**config.mk**
```make
export PLATFORM = sky130hd
export DESIGN_NAME = itof_pipe
export DESIGN_NICKNAME = d
export VERILOG_FILES = /design/src/rtl/fpu_pkg.sv /design/src/rtl/lzc32.sv /design/src/rtl/itof_pipe.sv
export SDC_FILE = /design/constraint.sdc
export NUM_CORES = 1
export LEC_CHECK = 0
export CORE_MARGIN = 3
export CORE_UTILIZATION = 50
export CTS_CLUSTER_DIAMETER = 200
export CTS_CLUSTER_SIZE = 28
export DETAILED_ROUTE_END_ITERATION = 8
export PLACE_DENSITY = 0.73
export SETUP_SLACK_MARGIN = 0.05
export SLEW_MARGIN = 20
export SYNTH_ARGS = -nofsm -noshare
export SYNTH_HDL_FRONTEND = slang
export SYNTH_HIERARCHICAL = 1
export SYNTH_SLANG_ARGS = --single-unit
```
**constraint.sdc**
```tcl
create_clock -name clk -period 3.2 [get_ports clk]
set_input_delay 0.64 -clock clk [delete_from_list [all_inputs] [get_ports clk]]
set_output_delay 0.64 -clock clk [all_outputs]
set_load 0.02 [all_outputs]
```
**src/rtl/fpu_pkg.sv**
```systemverilog
// Shared FPU definitions: binary32 field layout and exponent bias.
// Imported by the integer-to-float converter and its leading-zero counter.
package fpu_pkg;

    localparam int FLOAT_BIAS = 127;
    localparam int INT_MSB    = 31;

    typedef struct packed {
        logic        sign;
        logic [7:0]  exp;
        logic [22:0] man;
    } float_t;

endpackage

```
**src/rtl/lzc32.sv**
```systemverilog
// Combinational 32-bit leading-zero counter; result is 0 for a zero input
// (callers treat the zero case separately).
module lzc32 (
    input  logic [31:0] a,
    output logic [4:0]  lz
);

    // Ascending scan: the highest set bit is the last one to write lz.
    always_comb begin
        lz = 5'd0;
        for (int i = 0; i < 32; i++) begin
            if (a[i]) lz = 5'(31 - i);
        end
    end

endmodule

```
**src/rtl/itof_pipe.sv**
```systemverilog
// Three-stage signed int32 to binary32 converter (round to nearest even)
// behind a valid/ready handshake with a single global advance.
import fpu_pkg::*;

module itof_pipe (
    input  logic        clk,
    input  logic        rst,
    input  logic        in_valid,
    output logic        in_ready,
    input  logic [31:0] x,
    output logic        out_valid,
    input  logic        out_ready,
    output logic [31:0] z
);

    localparam logic [7:0] EXP_TOP = 8'(FLOAT_BIAS + INT_MSB);

    logic        adv;

    logic        s1_v;
    logic        s1_s;
    logic [31:0] s1_a;

    logic        s2_v;
    logic        s2_s;
    logic [31:0] s2_n;
    logic [7:0]  s2_e;

    logic        s3_v;
    float_t      s3_z;

    logic [31:0] mag;
    logic [4:0]  lz;

    logic [22:0] m;
    logic        g;
    logic        st;
    logic        rup;
    logic [23:0] m_sum;
    logic [7:0]  e_rnd;
    float_t      z_next;

    assign adv       = ~s3_v | out_ready;
    assign in_ready  = adv;
    assign out_valid = s3_v;
    assign z         = s3_z;

    // -(-2^31) wraps back to 0x80000000, which is the correct magnitude.
    assign mag = x[31] ? (~x + 32'd1) : x;

    lzc32 u_lzc (
        .a  (s1_a),
        .lz (lz)
    );

    // A nonzero magnitude always normalizes with n[31] set, so the MSB of
    // the normalized value doubles as the nonzero flag.
    always_comb begin
        m      = s2_n[30:8];
        g      = s2_n[7];
        st     = |s2_n[6:0];
        rup    = g & (st | m[0]);
        m_sum  = {1'b0, m} + {23'd0, rup};
        e_rnd  = s2_e + {7'd0, m_sum[23]};
        z_next = '0;
        if (s2_n[31]) begin
            z_next.sign = s2_s;
            z_next.exp  = e_rnd;
            z_next.man  = m_sum[22:0];
        end
    end

    always_ff @(posedge clk) begin
        if (rst) begin
            s1_v <= 1'b0;
            s1_s <= 1'b0;
            s1_a <= '0;
            s2_v <= 1'b0;
            s2_s <= 1'b0;
            s2_n <= '0;
            s2_e <= '0;
            s3_v <= 1'b0;
            s3_z <= '0;
        end else if (adv) begin
            s1_v <= in_valid;
            s1_s <= x[31];
            s1_a <= mag;
            s2_v <= s1_v;
            s2_s <= s1_s;
            s2_n <= s1_a << lz;
            s2_e <= EXP_TOP - {3'd0, lz};
            s3_v <= s2_v;
            s3_z <= z_next;
        end
    end

endmodule

```
Yosys cells after proc, flatten, opt, wreduce, memory -nomap -nowiden
Cells that the tools add are included.
Word-level totals
  flip-flop bits (word level): 109
  bits in latches: 0
  bits in writable memories: 0
  memory bits (read-only): 0
  bits of input ports: 36
  output and inout port bits: 34
  memories kept: 0
Operators by class
  add/sub/neg operators: 4
  $mul: 0
  div/mod/pow operators: 0
  order comparisons: 0
  eq/ne operators: 0
  shift-type cells: 1
  multiplexer cells: 34
  bitwise logic cells: 5
  reduce and logical (&&, ||, !) cells: 1
Operator list (number)
  5-bit two-way mux: 32
  32-bit two-way mux: 2
  32-bit by 1-bit adder with 32-bit output, second input constant: 1
  32-bit NOT: 1
  32-bit by 5-bit << shifter with 32-bit output: 1
  23-bit by 1-bit adder with 24-bit output: 1
  8-bit by 1-bit adder with 8-bit output: 1
  8-bit by 5-bit subtractor with 8-bit output, first input constant: 1
  7-bit OR reduction: 1
  1-bit OR: 2
  1-bit bitwise AND: 1
  1-bit NOT: 1

Longest topological paths before layout
  depth after elaboration: 33
  gate-level depth with buffers: 13
  depth with buffers taken out: 11

Hierarchy
The synthesis kept the hierarchy.
By module, submodules not included
  itof_pipe: times used 1, cells an instance 753, area each 6501.2 um^2
  lzc32: times used 1, cells an instance 63, area each 365.4 um^2

Least setup slack after synthesis
OpenSTA, ideal clock, no wires.
  path type: register to register
  from: reg s1_a[0]
  to: reg s2_e[7]
  arrival time: 3.044 ns
  data required time: 3.084 ns
  path slack: 0.040 ns
  cell stages (with the launch flop): 12
  path buffers: 3
  clock period less this slack: 3.160 ns
  path through: dfxtp_1 > nor3b_2 > nor3_1 > o31ai_1 > o2111ai_1 > a221oi_1 > buf_2 > buf_1 > buf_2 > nand3_1 > or3_1 > o211a_1
On the way
  longest elaborated chain between the ends: 33
RTL lines
  start: declaration: RTL line itof_pipe.sv:22  | logic [31:0] s1_a;
  start signal: assignment: RTL line itof_pipe.sv:87  | s1_a <= mag;
  5-bit two-way mux (32 in a row): RTL line lzc32.sv:12  | if (a[i]) lz = 5'(31 - i);
  net lz[0]: RTL line itof_pipe.sv:33  | logic [4:0] lz;
  8-bit by 5-bit subtractor with 8-bit output: RTL line itof_pipe.sv:91  | s2_e <= EXP_TOP - {3'd0, lz};
  end signal: assignment: RTL line itof_pipe.sv:91
  end: declaration: RTL line itof_pipe.sv:27  | logic [7:0] s2_e;
The timed path passes the listed nets, and every way through them passes these cells.
A chain may end at the register's enable or synchronous reset.

Worst setup path after layout
  from: reg s1_a[3]
  to: reg s2_n[10]
On the way
  longest elaborated chain between the ends: 30
RTL lines
  5-bit two-way mux (29 in a row): RTL line lzc32.sv:12
  net lz[1]: RTL line itof_pipe.sv:33
  32-bit by 5-bit << shifter with 32-bit output: RTL line itof_pipe.sv:90  | s2_n <= s1_a << lz;
  end signal: assignment: RTL line itof_pipe.sv:90
  end: declaration: RTL line itof_pipe.sv:26  | logic [31:0] s2_n;
The timed path passes the listed nets, and every way through them passes these cells.

==> results by group <==
Run status
  • Status: finished, final reports clean

Yosys
  • Synthesized area per cell: 8.41 sq um
  • Most used DFF post-synth: dfxtp_1
  • Ys async rst share: 0%
  • EDFF count, synth: 0
  • Synth Net Count: 857
  • Share of the synthesized area in the top cell type: 31.8%
  • Syn Std Cell Area: 0.00687 sq mm
  • Flop and latch count out of synthesis: 109
  • Most frequent cell after synthesis: dfxtp_1
  • Register area share after synthesis: 31.8%
  • Synth Instances: 816
  • Synth area leaders: dfxtp_1, xor2_1, nand2_1, mux4_2, mux2i_1
  • Yosys top cell by area: dfxtp_1
  • Most common library cells after synthesis: dfxtp_1, nand2_1, nor2_1
  • Netlist cell types: 66
  • Yosys synthesis warning count: 6

Clock network
  • Worst-skew pair later-pin latency: 360 ps
  • Clock Sinks: 109
  • CTS Buf Count: 9
  • CTS root buf: clkbuf_16
  • Clock buffer depth: 2
  • Reg clk slew, reported paths: 80 ps
  • CTS tree: yes
  • H-tree levels: 3
  • Hold Buf Count CTS: 0

Detailed routing
  • Drt initial violations: 591
  • Wirelength, routed: 19500 um
  • Drt first pass iters: 5
  • Antenna viol nets, final: 0
  • WL per Instance: 17.9 um
  • Routed vias/inst: 6.06
  • Vias: 6612
  • # DRC: 0

Timing
  • Setup WS post-layout: 206 ps
  • Pins Over Slew Limit: 0
  • Period utilisation layout: 93.6%
  • RSZ-0062 raised after global routing: no
  • Post-Route Setup TNS: 0 ps
  • Min Hold Slack: 452 ps
  • Fmax: 334 MHz
  • Fin Clk Skew: 11.6 ps
  • Hold Fails Final Rpt: 0
  • Worst slew margin: 55.2%
  • Measured slew at the worst slew-check pin: 673 ps
  • Min Tclk post-route: 2990 ps
  • Final setup fails: 0

Worst setup path
  • Reg-to-Reg Start: s1_a[3]
  • Worst stage delay on the critical path: 510 ps
  • Worst R2R Setup Slack: 210 ps
  • Arr. time, crit path: 3290 ps
  • Crit start category: flop
  • Worst Reg2Reg Path Length in Cells: 12
  • Critical Path Most Common Cell: buf_4
  • Worst Setup Path Type: flop to flop
  • CP required: 3490 ps
  • Slowest-stage cell, CP: a221oi_1
  • Critical Path Fanout Max: 14
  • CP Cell Sequence: o31ai_1, a211oi_1, o31ai_2, a21o_2, buf_4, clkbuf_16, mux2_2, o22ai_1, a221oi_1, buf_4, a22oi_1, o21ai_0
  • Worst reg2reg endpoint: s2_n[10]
  • Crit path max-delay family: compound AO/OA/AOI/OAI gates
  • Critical Path Sink Type: flop
  • CP Buf/Inv Count: 3

Power
  • Tot Pwr: 0.00439 W
  • Peak VDD IR: 0.269 mV
  • Pleak: 3.19 nW
  • Power Dens Cells: 516 mW/mm^2

Place
  • GP Congestion: 0.980
  • Placed cell area: 0.00810 sq mm
  • Number of port buffers: 69
  • DP HPWL: 14400 um
  • Worst slack, placed: -50.1 ps

Hold path
  • Hold Path Stages: 2
  • Worst hold start: s2_v
  • Min-delay worst type: flop to flop
  • Hold Path Sink: s2_v

GRT
  • GRT Total Usage: 26.1%
  • Antenna violations before repair: 0
  • Grt ovf: 0
  • Vias in the first global route: 6370
  • Largest net degree at the start of global routing: 61
  • First-pass GRT wire length: 31700 um

Die
  • DIE AREA: 0.0152 sq mm
  • # IOs: 70
  • Die Ht: 123 um
  • Initial Util: 51.4%
  • Core area: 0.0133 sq mm
  • DIE WIDTH: 123 um
  • Rows: 42

Run
  • Max-cap violation count: 0

Layout
  • Nets@finish: 951
  • Antenna Cells: 0
  • Synth-to-Final Area Change: 23.9%
  • Layout cells sized above 1: 17.9%
  • Fin area: 0.00851 sq mm
registers in the layout (all words and copies together), names as in the netlist:
register / count
z: 32
s2_v: 1
s2_n: 32
s2_e: 8
s1_v: 1
s2_s: 1
s1_s: 1
s1_a: 32
out_valid: 1
cells in the final DEF, fill, tap and decap left out, drive strengths merged, types with 33 or more instances in the layout:
master / count
dfxtp: 109
a21oi: 41
a22oi: 39
xor2: 43
o21ai: 45
nand2: 91
clkdlybuf4s50: 68
mux2i: 33
buf: 71
nor2: 85
worst register-to-register path: stages (launching register included):
cell,delay [ps]
dfxtp_1,500
o31ai_1,140
a211oi_1,320
o31ai_2,120
a21o_2,260
buf_4,150
clkbuf_16,170
mux2_2,240
o22ai_1,80
a221oi_1,510
buf_4,220
a22oi_1,60
o21ai_0,160
area by class of cell:
type                    instances  area [sq um]
clock buffers                  10           229
inverters                      15          56.3
repair buffers                140          1260
multi-input cells             635          4490
well taps                     176           220
flip-flops and latches        109          2190
clock inverters                 6          66.3
fillers                      1181          4840
where the power goes:
group          internal [W]  total (W)  switching (W)
Combinational      0.000763    0.00157       0.000811
Clock              0.000614    0.00114       0.000530
Sequential          0.00149    0.00167       0.000177
Total               0.00287    0.00439        0.00152
cells by family after synthesis:
| logic type | Yosys count | synth area share [%] |
|---|---|---|
| AND/OR/NAND/NOR | 282 | 19.7 |
| AO/OA/AOI/OAI | 221 | 22.7 |
| flip-flops | 109 | 31.8 |
| buffers and inverters | 72 | 4.32 |
| multiplexers | 69 | 13.2 |
| XOR/XNOR | 58 | 7.40 |
| adder cells (fa/ha/maj) | 5 | 0.911 |
metal layers:
metal,global-route usage [%],part of all wire [%],wire length (um)
met4,11.9,3.0,587
met3,3.16,4.1,804
met1,33.2,43,8480
met2,44.2,49,9650
met5,0,0,0
stage by stage:
step	cells	util [%]
2_1_floorplan	816	-
3_3_place_gp	1073	60.7
3_5_place_dp	1073	60.7
4_1_cts	1089	62.9
5_1_grt	1091	63.8
6_report	1091	63.8
what timing repair did:
action | 4_1_cts | 5_1_grt
hold endpoints to repair | 0 | 0
resized for setup | 0 | 20
buffers inserted | 0 | 1
setup endpoints to repair | 0 | 22
worst max-delay path by stage:
| stage | from | end | slack [ps] | cells past startpoint |
|---|---|---|---|---|
| after floorplan | s1_a[29] | s2_n[27] | 170 | 11 |
| after global placement | x[0] | s1_a[30] | 70 | 8 |
| after detailed placement | x[1] | s1_a[28] | -50 | 8 |
| after CTS | s1_a[1] | s2_n[26] | 110 | 11 |
| after global routing | s1_a[3] | s2_n[26] | 30 | 12 |
| final | s1_a[3] | s2_n[10] | 210 | 12 |
No activity file was read; power rests on OpenSTA's default activity.
